## src/rtl/cpu_ctrl_seq_pkg.sv

```systemverilog
// ---------------------------------------------------------------------------
// cpu_ctrl_seq_pkg
// Shared types for the accumulator CPU control sequencer:
//   opcode_t        - 3-bit instruction opcode held in the IR
//   phase_t         - 3-bit sequencer phase, in execution order
//   ctrl_strobes_t  - bundle of datapath strobes produced by the decoder
//   is_aluop()      - true for opcodes that read memory and load ACC
// ---------------------------------------------------------------------------
package cpu_ctrl_seq_pkg;

  localparam int PHASE_W = 3;

  typedef enum logic [2:0] {
    HLT = 3'd0,
    SKZ = 3'd1,
    ADD = 3'd2,
    AND = 3'd3,
    XOR = 3'd4,
    LDA = 3'd5,
    STO = 3'd6,
    JMP = 3'd7
  } opcode_t;

  typedef enum logic [PHASE_W-1:0] {
    INST_ADDR  = 3'd0,
    INST_FETCH = 3'd1,
    INST_LOAD  = 3'd2,
    IDLE       = 3'd3,
    OP_ADDR    = 3'd4,
    OP_FETCH   = 3'd5,
    ALU_OP     = 3'd6,
    STORE      = 3'd7
  } phase_t;

  typedef struct packed {
    logic mem_rd;
    logic load_ir;
    logic inc_pc;
    logic load_ac;
    logic load_pc;
    logic mem_wr;
    logic data_e;
  } ctrl_strobes_t;

  // Opcodes that fetch an operand from memory and write the ALU result to ACC.
  function automatic logic is_aluop(input opcode_t op);
    logic r;
    case (op)
      ADD, AND, XOR, LDA: r = 1'b1;
      default:            r = 1'b0;
    endcase
    return r;
  endfunction

endpackage

```

## src/rtl/cpu_ctrl_seq_phase_counter.sv

```systemverilog
// ---------------------------------------------------------------------------
// ctrl_phase_counter
// 3-bit instruction phase counter. Advances one phase per clock and wraps
// from STORE back to INST_ADDR; holds its value while frozen.
// Ports:
//   clk       in   clock, state on posedge
//   rst_      in   asynchronous active-low reset (phase -> INST_ADDR)
//   i_freeze  in   hold current phase
//   o_phase   out  current phase
//   o_wrap    out  high during the cycle whose posedge wraps STORE->INST_ADDR
// ---------------------------------------------------------------------------
module ctrl_phase_counter
  import cpu_ctrl_seq_pkg::*;
(
  input  logic   clk,
  input  logic   rst_,
  input  logic   i_freeze,
  output phase_t o_phase,
  output logic   o_wrap
);

  phase_t r_phase;

  // Phase register: increments modulo 8 unless frozen.
  always_ff @(posedge clk or negedge rst_) begin
    if (!rst_) begin
      r_phase <= INST_ADDR;
    end else if (!i_freeze) begin
      r_phase <= phase_t'(r_phase + 3'd1);
    end else begin
      r_phase <= r_phase;
    end
  end

  assign o_phase = r_phase;
  assign o_wrap  = (r_phase == STORE) && !i_freeze;

endmodule

```

## src/rtl/cpu_ctrl_seq.sv

```systemverilog
// ---------------------------------------------------------------------------
// cpu_ctrl_seq
// 8-phase instruction sequencer for the 8-bit accumulator CPU. Decodes the
// current phase, opcode and ALU zero flag into datapath strobes, latches a
// sticky halt on HLT and counts retired instructions (saturating).
// Parameters:
//   CNT_W      width of the retired-instruction counter
// Ports:
//   clk        in   clock, all state on posedge
//   rst_       in   asynchronous active-low reset
//   opcode     in   opcode from instruction register
//   zero       in   ALU zero flag
//   mem_rd     out  memory read enable
//   load_ir    out  load instruction register
//   halt       out  CPU halted (sticky until reset)
//   inc_pc     out  increment program counter
//   load_ac    out  load accumulator from ALU output
//   load_pc    out  load PC from IR operand
//   mem_wr     out  memory write strobe
//   data_e     out  drive ALU output onto data bus
//   phase      out  current phase (debug)
//   instr_cnt  out  instructions retired since reset, saturating
// ---------------------------------------------------------------------------
module cpu_ctrl_seq
  import cpu_ctrl_seq_pkg::*;
#(
  parameter int CNT_W = 16
) (
  input  logic             clk,
  input  logic             rst_,
  input  opcode_t          opcode,
  input  logic             zero,
  output logic             mem_rd,
  output logic             load_ir,
  output logic             halt,
  output logic             inc_pc,
  output logic             load_ac,
  output logic             load_pc,
  output logic             mem_wr,
  output logic             data_e,
  output phase_t           phase,
  output logic [CNT_W-1:0] instr_cnt
);

  localparam logic [CNT_W-1:0] CNT_MAX = '1;

  phase_t            w_phase;
  logic              w_wrap;
  logic              w_aluop;
  logic              w_halt_set;
  ctrl_strobes_t     w_strb;
  logic              r_halt;
  logic [CNT_W-1:0]  r_cnt;

  // The halt latch doubles as the freeze: the counter still steps out of
  // OP_ADDR on the setting edge, so the machine parks in OP_FETCH.
  ctrl_phase_counter u_phase_counter (
    .clk      (clk),
    .rst_     (rst_),
    .i_freeze (r_halt),
    .o_phase  (w_phase),
    .o_wrap   (w_wrap)
  );

  assign w_aluop    = is_aluop(opcode);
  assign w_halt_set = (w_phase == OP_ADDR) && (opcode == HLT);

  // Sticky halt: set leaving OP_ADDR on HLT, cleared only by reset.
  always_ff @(posedge clk or negedge rst_) begin
    if (!rst_) begin
      r_halt <= 1'b0;
    end else if (w_halt_set) begin
      r_halt <= 1'b1;
    end else begin
      r_halt <= r_halt;
    end
  end

  // Retired-instruction counter: bumps on each STORE wrap, sticks at all-ones.
  always_ff @(posedge clk or negedge rst_) begin
    if (!rst_) begin
      r_cnt <= '0;
    end else if (w_wrap && (r_cnt != CNT_MAX)) begin
      r_cnt <= r_cnt + CNT_W'(1);
    end else begin
      r_cnt <= r_cnt;
    end
  end

  // Strobe decode from registered phase plus live opcode/zero; all quiet once halted.
  always_comb begin
    w_strb = '0;
    if (r_halt) begin
      w_strb = '0;
    end else begin
      case (w_phase)
        INST_ADDR: begin
          w_strb = '0;
        end
        INST_FETCH: begin
          w_strb.mem_rd = 1'b1;
        end
        INST_LOAD, IDLE: begin
          w_strb.mem_rd  = 1'b1;
          w_strb.load_ir = 1'b1;
        end
        OP_ADDR: begin
          w_strb.inc_pc = 1'b1;
        end
        OP_FETCH: begin
          w_strb.mem_rd = w_aluop;
        end
        ALU_OP: begin
          w_strb.mem_rd  = w_aluop;
          w_strb.load_ac = w_aluop;
          w_strb.inc_pc  = (opcode == SKZ) && zero;
          w_strb.load_pc = (opcode == JMP);
          w_strb.data_e  = (opcode == STO);
        end
        STORE: begin
          w_strb.mem_rd  = w_aluop;
          w_strb.load_ac = w_aluop;
          w_strb.inc_pc  = (opcode == JMP);
          w_strb.load_pc = (opcode == JMP);
          w_strb.mem_wr  = (opcode == STO);
          w_strb.data_e  = (opcode == STO);
        end
        default: begin
          w_strb = '0;
        end
      endcase
    end
  end

  assign mem_rd    = w_strb.mem_rd;
  assign load_ir   = w_strb.load_ir;
  assign inc_pc    = w_strb.inc_pc;
  assign load_ac   = w_strb.load_ac;
  assign load_pc   = w_strb.load_pc;
  assign mem_wr    = w_strb.mem_wr;
  assign data_e    = w_strb.data_e;
  assign halt      = r_halt;
  assign phase     = w_phase;
  assign instr_cnt = r_cnt;

endmodule

```

## config.mk

```make
export PLATFORM = sky130hd
export DESIGN_NAME = cpu_ctrl_seq
export DESIGN_NICKNAME = d
export VERILOG_FILES = /design/src/rtl/cpu_ctrl_seq_pkg.sv /design/src/rtl/cpu_ctrl_seq_phase_counter.sv /design/src/rtl/cpu_ctrl_seq.sv
export SDC_FILE = /design/constraint.sdc
export NUM_CORES = 1
export LEC_CHECK = 0
export BUFFER_PORTS_ARGS = -buffer_cell sky130_fd_sc_hd__buf_2
export CORE_ASPECT_RATIO = 1.75
export CORE_MARGIN = 5
export CORE_UTILIZATION = 40
export CTS_CLUSTER_SIZE = 12
export DETAILED_ROUTE_END_ITERATION = 10
export GPL_TIMING_DRIVEN = 0
export PLACE_DENSITY = 0.74
export SYNTH_ARGS = -nofsm -noshare
export SYNTH_HDL_FRONTEND = slang
export SYNTH_HIERARCHICAL = 1
export SYNTH_SLANG_ARGS = --single-unit
```

## constraint.sdc

```tcl
create_clock -name clk -period 4.3 [get_ports clk]
set_clock_uncertainty 0.05 [all_clocks]
set_input_delay 0.215 -clock clk [delete_from_list [all_inputs] [get_ports clk]]
set_output_delay 0.215 -clock clk [all_outputs]
set_load 0.01 [all_outputs]
```

Word-level counts from Yosys, hierarchy flattened
Cells that the tools add are included.
{"block": "totals", "reg_bits": 20, "latch_bits": 0, "ramBits": 0, "mem_bits_ro": 0, "input_bits": 6, "out_inout_bits": 27, "word_cells": 39, "n_memories": 0}
{"block": "op_classes", "addsub": 2, "multipliers": 0, "div": 0, "order_cmp": 0, "n_eq_ne": 15, "shifts": 0, "n_mux": 8, "bitwise_logic": 0, "n_reduce_logical": 11}
{"operator": "$eq A3 B3 Y1 const B", "count": 8}
{"operator": "$add A16 B1 Y16 const B", "count": 1}
{"operator": "$ne A16 B16 Y1 const B", "count": 1}
{"operator": "$eq A3 B2 Y1 const B", "count": 4}
{"operator": "$mux W7", "count": 1}
{"operator": "$eq A3 B1 Y1 const B", "count": 2}
{"operator": "$reduce_or A3 Y1", "count": 2}
{"operator": "$logic_and A1 B1 Y1", "count": 4}
{"operator": "$mux W1", "count": 4}
{"operator": "$reduce_or A2 Y1", "count": 2}
{"operator": "$reduce_or A4 Y1", "count": 1}
{"operator": "$add A3 B1 Y3 const B", "count": 1}
{"operator": "$logic_not A3 Y1", "count": 1}
{"operator": "$pmux W1 S3", "count": 1}
{"operator": "$mux W2", "count": 1}
{"operator": "$pmux W1 S2", "count": 1}
{"operator": "$logic_not A1 Y1", "count": 1}

Depth between registers and ports, before layout
{"block": "depth", "depth_word": 5, "ltp_mapped": 7, "depth_no_buf": 7}

Hierarchy
Netlist, hierarchy kept.
{"module": "cpu_ctrl_seq", "n_inst": 1, "cells_each": 90, "area_each_um2": 915.9, "seq_area_each_um2": 425.4}
{"module": "ctrl_phase_counter", "n_inst": 1, "cells_each": 9, "area_each_um2": 140.1, "seq_area_each_um2": 75.1}

Least setup slack after synthesis
No wires, ideal clock.
{"block": "synth_path", "path_kind": "flip-flop to flip-flop", "start": "reg u_phase_counter.r_phase[0] (netlist: u_phase_counter/o_phase[0])", "end": "reg r_cnt[13] (netlist: instr_cnt[13])", "setup_ps": 127, "arrival_time_ps": 1748, "required_time_ps": 4123, "path_slack_ps": 2375, "path_stages_with_launch": 8, "n_path_buf": 0, "synth_period_minus_slack_ps": 1925, "cell_sequence": "dfrtp_1 -> ha_1 -> ha_1 -> and2b_2 -> nand3_1 -> nor3_1 -> nand4_1 -> xnor2_1"}
{"block": "synth_between", "elab_chain_cells": 3}
{"item": "from (decl)", "line_no": "cpu_ctrl_seq_phase_counter.sv:22", "source": "phase_t r_phase;"}
{"item": "from (signal assigned)", "line_no": "cpu_ctrl_seq_phase_counter.sv:29", "source": "r_phase <= phase_t'(r_phase + 3'd1);"}
{"item": "from (signal assigned)", "line_no": "cpu_ctrl_seq_phase_counter.sv:31", "source": "r_phase <= r_phase;"}
{"item": "$eq A3 B3 Y1", "line_no": "cpu_ctrl_seq_phase_counter.sv:36", "source": "assign o_wrap = (r_phase == STORE) && !i_freeze;"}
{"item": "$logic_and A1 B1 Y1", "line_no": "cpu_ctrl_seq_phase_counter.sv:36"}
{"item": "via w_wrap", "line_no": "cpu_ctrl_seq.sv:48", "source": "logic w_wrap;"}
{"item": "$logic_and A1 B1 Y1", "line_no": "cpu_ctrl_seq.sv:83", "source": "end else if (w_wrap && (r_cnt != CNT_MAX)) begin"}
{"item": "to (signal assigned)", "line_no": "cpu_ctrl_seq.sv:84", "source": "r_cnt <= r_cnt + CNT_W'(1);"}
{"item": "to (signal assigned)", "line_no": "cpu_ctrl_seq.sv:86", "source": "r_cnt <= r_cnt;"}
{"item": "to (decl)", "line_no": "cpu_ctrl_seq.sv:53", "source": "logic [CNT_W-1:0] r_cnt;"}
The timed path passes the listed nets, and every way through them passes these cells.
A chain may end at the register's enable or synchronous reset.

Worst setup path after layout
Ends and elaborated chain as after synthesis.

==> impl_metrics.json <==
{
  "status": "completed",
  "drt_iter0_markers": 31,
  "cts_tree": "done",
  "synth-seq-cells": 20,
  "initial_core_util_pct": 41.9,
  "hpwl_mm": 1.79,
  "yosys_most_used_dff": "dfrtp_1",
  "cts.htree.levels": 1,
  "die_x_um": 48.8,
  "grt_pass1_wl_mm": 3.82,
  "cp_top_family": "simple AND/OR/NAND/NOR gates",
  "crit_top_cell": "ha_1",
  "leakage_nw": 0.684,
  "drc_errors": 0,
  "ys_seq_area_share_pct": 47.4,
  "clkTransAtPathRegs_ns": 0.08,
  "timing.final.ws_setup_ns": 2.15,
  "netlist_instances": 99,
  "clk_latency_ns": 0.25,
  "maxSlewHeadroom_pct": 56.1,
  "end_kind": "flop",
  "vdd_drop_max_uv": 216,
  "rsz0062_at_grt": "no",
  "ff2ff_setup_slack_ns": 2.15,
  "wl_per_cell_um": 14.0,
  "ys_types": 33,
  "crit_slowest_cell": "nor3_1",
  "overflow": 0,
  "cp_cell_sequence": "ha_1, ha_1, and2b_2, nand3_1, nor3_1, nand4_1, xnor2_1",
  "syn_to_final_growth_pct": 24.4,
  "r2r_cells": 7,
  "cp-startpoint": "u_phase_counter/o_phase[0]",
  "core_um2": 2520,
  "regToRegEndpoint": "instr_cnt[13]",
  "post_cts_buffers": 0,
  "worstPathArrival_ns": 2.24,
  "grt_util_met1_pct": 14.0,
  "yosys_warnings": 6,
  "place_ws_ns": 2.13,
  "syn_avg_cell_area_um2": 10.7,
  "finalSetupTns_ns": 0,
  "setup_viol": 0,
  "power_density_nw_per_um2": 257,
  "cts_buffer_depth": 2,
  "dp.cells": 157,
  "top_usage_layer": "met2",
  "wirelength_mm": 2.26,
  "critical_path_class": "reg2reg",
  "grtUsageMet3_pct": 2.68,
  "num_rows": 24,
  "fmax_ghz": 0.465,
  "cp.depth": 7,
  "final_antenna_net_count": 0,
  "dieHeight_um": 78.0,
  "postLayoutCellArea_um2": 1310,
  "finalMaxSlewViolations": 0,
  "cpPeakStageDelay_ns": 0.56,
  "cp.required_ns": 4.39,
  "async_flop_share_pct": 100,
  "grt_pass1_vias": 886,
  "layout-drive-gt1-share_pct": 34.6,
  "post-route-min-period_ns": 2.15,
  "antenna_found_initial": 0,
  "grt_usage_pct": 12.1,
  "fin_cells": 162,
  "cp_max_fo": 7,
  "endpoint": "instr_cnt[13]",
  "reg2reg_from": "u_phase_counter/o_phase[0]",
  "synth_area_um2": 1060,
  "synth-edff-count": 0,
  "place.gp.congestion": 0.840,
  "dr_total_vias": 904,
  "finalHoldViolations": 0,
  "io_pins": 33,
  "fin_crit_sh_pct": 50.0,
  "dieArea_um2": 3810,
  "grt_max_degree": 21,
  "dr.pass1.iters": 4,
  "cts_root_buf": "clkbuf_8",
  "tightest_slew_ns": 0.653,
  "place_area_um2": 1250,
  "io_buffers": 32,
  "syn_nets": 108,
  "critPathBufInv": 0,
  "routed_via_density": 5.58,
  "clock_sinks": 20,
  "start_kind": "flop",
  "cap_violations": 0,
  "numCtsBuffers": 3,
  "met2_usage_pct": 21.3,
  "fin_nets": 146,
  "hold_class": "in2reg",
  "diodes": 0
}
layout by cell type (no fill, tap or decap), types with 2 or more instances in the layout:
cell / synthesis / final
nor2_1: 3 / 3
ha_1: 3 / 3
inv_1: 3 / 3
mux2_2: 3 / 3
nand2_1: 6 / 6
buf_2: 0 / 32
nand4_1: 5 / 5
a21oi_1: 6 / 6
and3_1: 3 / 3
nand3_1: 9 / 9
dfrtp_1: 20 / 20
a31oi_1: 4 / 4
clkbuf_8: 0 / 4
nor4_1: 2 / 2
xnor2_1: 11 / 11
nor3_1: 2 / 2
cells by family (layout without fill, tap and decap cells):
group,count (synthesis),count (layout),share of synthesized area (%)
buffers and inverters,4,41,1.42
multiplexers,4,4,4.62
AO/OA/AOI/OAI,14,14,8.41
adder cells (fa/ha/maj),3,3,3.55
flip-flops,20,20,47.4
AND/OR/NAND/NOR,42,42,24.6
XOR/XNOR,12,12,9.95
worst reg2reg max path, delay by kind of cell (launching register included):
| family | cells | cell delay, ns |
|---|---|---|
| flip-flops | 1 | 0.47 |
| adder cells (fa/ha/maj) | 2 | 0.31 |
| XOR/XNOR | 1 | 0.15 |
| AND/OR/NAND/NOR | 4 | 1.05 |
sequential cells by signal (all words and copies together) (netlist names):
signal,flops
u_phase_counter/o_phase,3
instr_cnt,16
halt,1
synthesized netlist by cell type (2+ instances only):
master   instances  area, um^2
inv_1            3        11.3
and3_1           3        18.8
nand3_1          9        45.0
mux2_2           3        33.8
nor4_1           2        12.5
ha_1             3        37.5
xnor2_1         11        96.3
nand4_1          5        31.3
nor3_1           2        10.0
a31oi_1          4        25.0
nor2_1           3        11.3
dfrtp_1         20         500
nand2_1          6        22.5
a21oi_1          6        30.0
routing by layer:
metal | vias up | wire [um]
met3 | 2 | 177
met5 | - | 0
met1 | 428 | 919
met4 | 0 | 9
li1 | 443 | -
met2 | 31 | 1150
area by class of cell:
| cell class | instances | area [um^2] |
|---|---|---|
| Tap cell | 26 | 32.5 |
| Clock buffer | 4 | 55.1 |
| Fill cell | 237 | 1210 |
| Sequential cell | 20 | 500 |
| Inverter | 3 | 11.3 |
| Timing Repair Buffer | 33 | 170 |
| Multi-Input combinational cell | 75 | 541 |
| Buffer | 1 | 3.75 |
power by group:
part	leakage (nW)	switching [W]	internal, W
combinational	0.381	0.00000651	0.00000343
clock	0.0288	0.0000585	0.0000813
sequential	0.274	0	0.000188
how the worst min path moves through the flow:
stage	start	end	slack [ns]	cells after the start
finish	opcode[0]	halt	0.14	2
global route	opcode[0]	halt	0.13	2
CTS	opcode[0]	halt	0.13	2
detailed placement	rst_	instr_cnt[14]	0.14	1
global placement	rst_	instr_cnt[14]	0.13	1
floorplan	rst_	halt	-0.13	0
timing repair:
item	4_1_cts	5_1_grt
endpoints found under the hold margin	20	0
gates resized for setup	0	0
hold buffers	1	0
through the flow:
stage | power (W) | hold slack, ns | utilization [%]
floorplan | 0.000194 | -0.131 | -
global placement | 0.000201 | 0.127 | 49.5
detailed placement | 0.000201 | 0.137 | 49.5
CTS | 0.000341 | 0.134 | 52.1
global route | 0.000353 | 0.129 | 52.1
finish | 0.000338 | 0.138 | 52.1
Note: power is estimated with default switching activity, not from simulation.
